[config.mk]
export PLATFORM = sky130hd
export DESIGN_NAME = cascaded_alu_seq
export DESIGN_NICKNAME = d
export VERILOG_FILES = /design/src/rtl/cascaded_alu_pkg.sv /design/src/rtl/cascaded_alu_seq_alu_step_core.sv /design/src/rtl/cascaded_alu_seq.sv
export SDC_FILE = /design/constraint.sdc
export NUM_CORES = 1
export LEC_CHECK = 0
export ABC_CLOCK_PERIOD_IN_PS = 8800
export BUFFER_PORTS_ARGS = -buffer_cell sky130_fd_sc_hd__buf_2
export CORE_MARGIN = 2
export CORE_UTILIZATION = 40
export DETAILED_ROUTE_END_ITERATION = 8
export MAX_ROUTING_LAYER = met4
export PLACE_DENSITY = 0.68
export SLEW_MARGIN = 40
export SYNTH_ARGS = -nofsm -noshare
export SYNTH_HDL_FRONTEND = slang
export SYNTH_SLANG_ARGS = --single-unit
[constraint.sdc]
create_clock -name clk -period 8.8 [get_ports clk]
set_input_delay 1.76 -clock clk [delete_from_list [all_inputs] [get_ports clk]]
set_output_delay 1.76 -clock clk [all_outputs]
set_load 0.02 [all_outputs]
[src/rtl/cascaded_alu_pkg.sv]
// Shared types and width helpers for the sequenced cascaded ALU.
package cascaded_alu_pkg;

  localparam int OP_W = 3;

  typedef enum logic [2:0] {
    OP_MUL  = 3'b000,
    OP_ADD  = 3'b001,
    OP_SUB  = 3'b010,
    OP_ADD1 = 3'b011,
    OP_OR   = 3'b100,
    OP_AND  = 3'b101,
    OP_XOR  = 3'b110,
    OP_NOT  = 3'b111
  } alu_op_t;

  typedef enum logic [1:0] {
    S_IDLE     = 2'd0,
    S_EXEC     = 2'd1,
    S_MUL_WAIT = 2'd2
  } seq_state_t;

  // Index width that stays at least one bit even for a single-entry range.
  function automatic int idx_w(input int n);
    return (n > 1) ? $clog2(n) : 1;
  endfunction

endpackage

[src/rtl/cascaded_alu_seq_alu_step_core.sv]
// Combinational ALU for one chain step; all results are RESULT_WIDTH wide.
module alu_step_core
  import cascaded_alu_pkg::*;
#(
  parameter int DATA_WIDTH   = 16,
  parameter int RESULT_WIDTH = 2 * DATA_WIDTH
) (
  input  logic [DATA_WIDTH-1:0]   a_i,
  input  logic [DATA_WIDTH-1:0]   b_i,
  input  alu_op_t                 op_i,
  output logic [RESULT_WIDTH-1:0] res_o
);

  logic [RESULT_WIDTH-1:0] za;
  logic [RESULT_WIDTH-1:0] zb;

  assign za = RESULT_WIDTH'(a_i);
  assign zb = RESULT_WIDTH'(b_i);

  // Operand zero-extension first, so carries and borrows land in the upper half.
  always_comb begin
    res_o = '0;
    case (op_i)
      OP_MUL:  res_o = za * zb;
      OP_ADD:  res_o = za + zb;
      OP_SUB:  res_o = za - zb;
      OP_ADD1: res_o = za + zb + RESULT_WIDTH'(1);
      OP_OR:   res_o = za | zb;
      OP_AND:  res_o = za & zb;
      OP_XOR:  res_o = za ^ zb;
      OP_NOT:  res_o = {~a_i, ~b_i};
      default: res_o = '0;
    endcase
  end

endmodule

[src/rtl/cascaded_alu_seq.sv]
// Sequencer running a chain of ALU steps on a shared datapath; each result
// is fed back as {A,B} for the next step.
//
// state      | meaning
// -----------+-----------------------------------------------------------
// S_IDLE     | waiting for start_op; num_ops=0 completes straight from here
// S_EXEC     | executes the current step; non-MUL steps write acc here
// S_MUL_WAIT | multiply in progress; acc held, countdown to product write
module cascaded_alu_seq
  import cascaded_alu_pkg::*;
#(
  parameter int DATA_WIDTH   = 16,
  parameter int RESULT_WIDTH = 2 * DATA_WIDTH,
  parameter int MAX_OPS      = 4,
  parameter int MUL_LATENCY  = 3
) (
  input  logic                              clk,
  input  logic                              rst_n,
  input  logic [DATA_WIDTH-1:0]             A,
  input  logic [DATA_WIDTH-1:0]             B,
  input  logic [OP_W*MAX_OPS-1:0]           ops,
  input  logic [$clog2(MAX_OPS+1)-1:0]      num_ops,
  input  logic                              start_op,
  output logic                              busy,
  output logic                              end_op,
  output logic [RESULT_WIDTH-1:0]           result
);

  localparam int NW = $clog2(MAX_OPS + 1);
  localparam int SW = idx_w(MAX_OPS);
  localparam int CW = idx_w(MUL_LATENCY + 1);

  seq_state_t                state_q, state_d;
  logic [SW-1:0]             step_q, step_d;
  logic [SW-1:0]             last_q, last_d;
  logic [CW-1:0]             cnt_q, cnt_d;
  logic [RESULT_WIDTH-1:0]   acc_q, acc_d;
  logic [OP_W*MAX_OPS-1:0]   ops_q, ops_d;
  logic                      busy_q, busy_d;
  logic                      end_op_q, end_op_d;
  logic [RESULT_WIDTH-1:0]   result_q, result_d;

  logic [NW-1:0]             nsat;
  alu_op_t                   cur_op;
  logic [RESULT_WIDTH-1:0]   alu_res;
  logic                      wr;

  // Requests longer than the chain capacity run the full capacity.
  assign nsat   = (num_ops > NW'(MAX_OPS)) ? NW'(MAX_OPS) : num_ops;
  assign cur_op = alu_op_t'(ops_q[OP_W*step_q +: OP_W]);

  alu_step_core #(
    .DATA_WIDTH   (DATA_WIDTH),
    .RESULT_WIDTH (RESULT_WIDTH)
  ) u_alu (
    .a_i   (acc_q[RESULT_WIDTH-1:DATA_WIDTH]),
    .b_i   (acc_q[DATA_WIDTH-1:0]),
    .op_i  (cur_op),
    .res_o (alu_res)
  );

  // Next-state, step/countdown control and completion handling.
  always_comb begin
    state_d  = state_q;
    step_d   = step_q;
    last_d   = last_q;
    cnt_d    = cnt_q;
    acc_d    = acc_q;
    ops_d    = ops_q;
    busy_d   = busy_q;
    end_op_d = 1'b0;
    result_d = result_q;
    wr       = 1'b0;

    case (state_q)
      S_IDLE: begin
        if (start_op) begin
          ops_d = ops;
          acc_d = {A, B};
          if (nsat == '0) begin
            result_d = {A, B};
            end_op_d = 1'b1;
          end else begin
            state_d = S_EXEC;
            busy_d  = 1'b1;
            step_d  = '0;
            last_d  = SW'(nsat - NW'(1));
          end
        end
      end
      S_EXEC: begin
        if (cur_op == OP_MUL && MUL_LATENCY > 1) begin
          state_d = S_MUL_WAIT;
          cnt_d   = CW'(MUL_LATENCY - 1);
        end else begin
          wr = 1'b1;
        end
      end
      S_MUL_WAIT: begin
        // The edge that brings the countdown to zero is the product write.
        if (cnt_q <= CW'(1)) begin
          cnt_d = '0;
          wr    = 1'b1;
        end else begin
          cnt_d = cnt_q - CW'(1);
        end
      end
      default: begin
        state_d = S_IDLE;
      end
    endcase

    if (wr) begin
      acc_d = alu_res;
      if (step_q == last_q) begin
        result_d = alu_res;
        end_op_d = 1'b1;
        busy_d   = 1'b0;
        state_d  = S_IDLE;
        step_d   = '0;
      end else begin
        step_d  = step_q + SW'(1);
        state_d = S_EXEC;
      end
    end
  end

  // State and output registers; reset aborts any chain in flight.
  always_ff @(posedge clk or negedge rst_n) begin
    if (!rst_n) begin
      state_q  <= S_IDLE;
      step_q   <= '0;
      last_q   <= '0;
      cnt_q    <= '0;
      acc_q    <= '0;
      ops_q    <= '0;
      busy_q   <= 1'b0;
      end_op_q <= 1'b0;
      result_q <= '0;
    end else begin
      state_q  <= state_d;
      step_q   <= step_d;
      last_q   <= last_d;
      cnt_q    <= cnt_d;
      acc_q    <= acc_d;
      ops_q    <= ops_d;
      busy_q   <= busy_d;
      end_op_q <= end_op_d;
      result_q <= result_d;
    end
  end

  assign busy   = busy_q;
  assign end_op = end_op_q;
  assign result = result_q;

endmodule

==> out/qor.yml <==
antenna_found_initial: 1
areaGrowthSynthToFinish_pct: 6.84
routabilityCongestion: 1.03
ctsResizeCount: 0
numCtsBuffers: 9
path_class: "reg -> reg"
cts_buffer_depth: 2
synth_edf_count: 0
period_minus_slack_ns: 7.51
status: "complete, no violations"
core_area_um2: 38800
synth_top_area_share_pct: 24.8
avgSynthCellArea_um2: 8.42
first_iter_violations: 1459
initial_core_util_pct: 40.8
fillers: 3790
yosysWarnings: 0
synth-main-ff-cell: "dfrtp_1"
max-slew-margin-rel_pct: 39.7
arrival_ns: 7.73
via_count: 14104
worst_r2r_endpoint: "result[23]$_DFF_PN0_"
die_height_um: 203
drive_gt1_share_pct: 10.3
syn_area_um2: 15800
ant_nets: 0
regToRegSetupSlack_ns: 1.29
hp-class: "reg -> reg"
dr.pass1.iters: 5
setup_viol: 0
seq_area_frac_synth_pct: 13.6
synth_seq_cells: 86
numPortBuffers: 83
drv_cap: 0
slew_viol_final: 0
rsz0062_at_grt: "false"
worstHoldPathCells: 2
hpwl_um: 43300
cts_sinks: 86
min-delay-start: "busy$_DFF_PN0_"
synth_nets: 2283
skew_ns: 0.0108
clkLatencyLatePin_ns: 0.36
postCtsHoldBufs: 0
cp-start-kind: "flop"
clk_pin_slew_ns: 0.08
clock_tree.root_cell: "clkbuf_16"
cts_setup_buffers: 0
worst_setup_path_end_kind: "flop"
synth.top_cells.by_count: "inv_1, nand2_1, fa_1"
synth_area_leaders: "fa_1, dfrtp_1, ha_1, inv_1, nand2_1"
timing.fmax_mhz: 133
die_w_um: 203
dieArea_um2: 41200
syn-instance-count: 1880
r2r_cells: 23
drc_errors: 0
fin_nets: 2295
io_pins: 84
gr-total-overflow: 0
rows: 72
cts_tree: "done"
crit_fanout: 15
fin_crit_sh_pct: 85.3
wirelength_um: 54800
grt_pass1_wl_um: 84900
yosys.area.top_type: "fa_1"
grt_max_degree: 66
synth-async-reset-ratio_pct: 100
cts_max_level: 3
vias_per_cell: 5.84
track_usage_pct: 27.7
tightestPinTransition_ns: 0.898
r2r-start: "acc_q[7]$_DFFE_PN0P_"
timing.setup.tns_ns: 0
post_drt_wl_per_cell_um: 22.7
synth_most_common_cell: "inv_1"
hold_viol: 0
crit_required_ns: 9.02
min_to: "busy$_DFF_PN0_"
yosysUniqueCellTypes: 87
grt_pass1_vias: 14197
## registers in the layout, indices dropped and copies added, names as in the netlist
signal	count
last_q	2
acc_q	32
state_q	2
ops_q	12
cnt_q	2
step_q	2
result	32
end_op	1
busy	1
## cells by family (layout without fill, tap and decap cells)
logic type / count (synthesis) / in the layout / synth area share [%]
adders and majority gates: 353 / 353 / 37.2
xor gates and xnor gates: 52 / 52 / 2.88
other: 0 / 1 / 0
DFF: 86 / 86 / 13.6
and+or+nand+nor: 562 / 562 / 15.6
muxes: 71 / 71 / 5.27
AOI/OAI and AO/OA: 373 / 373 / 15.5
buffers and inverters: 383 / 400 / 9.91
## final cells by class
type                       instances  area, µm²  area share [%]
clock inverter                     7        113           0.666
inverter                         281       1070            6.32
clock buffer                       9        225            1.33
tap                              518        648            3.83
antenna                            1       2.50          0.0148
multi-input combinational       1411      12100            71.8
timing repair buffer             103        568            3.36
sequential                        86       2150            12.7
## worst max-delay path, stage by stage, from the launching register on
cell and delay, ns:
dfrtp_1 0.89, ha_1 0.35, inv_1 0.14, fa_1 0.55
inv_1 0.05, fa_1 0.51, inv_1 0.06, fa_1 0.55
inv_1 0.06, fa_1 0.45, fa_1 0.49, inv_1 0.05
fa_1 0.47, inv_1 0.04, ha_1 0.42, a21o_1 0.24
a21o_1 0.17, a21oi_1 0.52, o211ai_1 0.14, a21oi_1 0.29
or4_1 0.16, nand3_1 0.21, o21ai_0 0.39, o21ai_0 0.15
## routing by layer
layer	vias up	routed length (µm)	global-route usage, %	part of all wire (%)
met1	6962	22500	36.8	41
met5	-	0	-	0
li1	6262	-	-	-
met4	0	2460	10.5	4.5
met3	138	5650	5.63	10
met2	742	24200	41.8	44
## worst max-delay path by stage
stage,startpoint,endpoint,depth (start not counted)
after floorplan,acc_q[4]$_DFFE_PN0P_,acc_q[30]$_DFFE_PN0P_,23
after global placement,acc_q[7]$_DFFE_PN0P_,result[23]$_DFF_PN0_,23
after detailed placement,acc_q[21]$_DFFE_PN0P_,acc_q[30]$_DFFE_PN0P_,22
after CTS,acc_q[28]$_DFFE_PN0P_,result[30]$_DFF_PN0_,22
after global routing,acc_q[7]$_DFFE_PN0P_,result[23]$_DFF_PN0_,23
final,acc_q[7]$_DFFE_PN0P_,result[23]$_DFF_PN0_,23
## layout by cell type, fill, tap and decap left out, drive strengths merged, types with 7 or more instances in the layout
master   count
clkinv       9
mux2i       29
nand2      236
nand3       28
xor2        14
inv        275
o221ai       9
o211ai      14
fa         196
nor2b        7
and3        30
o21ai       97
nor3        18
buf        103
a21oi       96
ha         157
or3          9
nor2       186
mux2        36
clkbuf       9
a2111oi      8
a21o        24
xnor2       38
nand4        9
dfrtp       86
o22ai        8
a211oi      37
## stage by stage
stage | utilization [%] | hold slack, ns | std cells | setup slack (ns) | cell area [µm²]
after CTS | 43.6 | 0.531 | 2415 | 1.51 | 16900
after global placement | 42.7 | 0.493 | 2399 | 1.55 | 16600
after global routing | 43.6 | 0.570 | 2416 | 1.10 | 16900
after floorplan | - | 0.469 | 1880 | 2.68 | 15800
after detailed placement | 42.7 | 0.512 | 2399 | 1.52 | 16600
final | 43.6 | 0.525 | 2416 | 1.29 | 16900
Power is not shown: default switching activity piles up to over one toggle a cycle in this logic, so the estimate is an artifact.
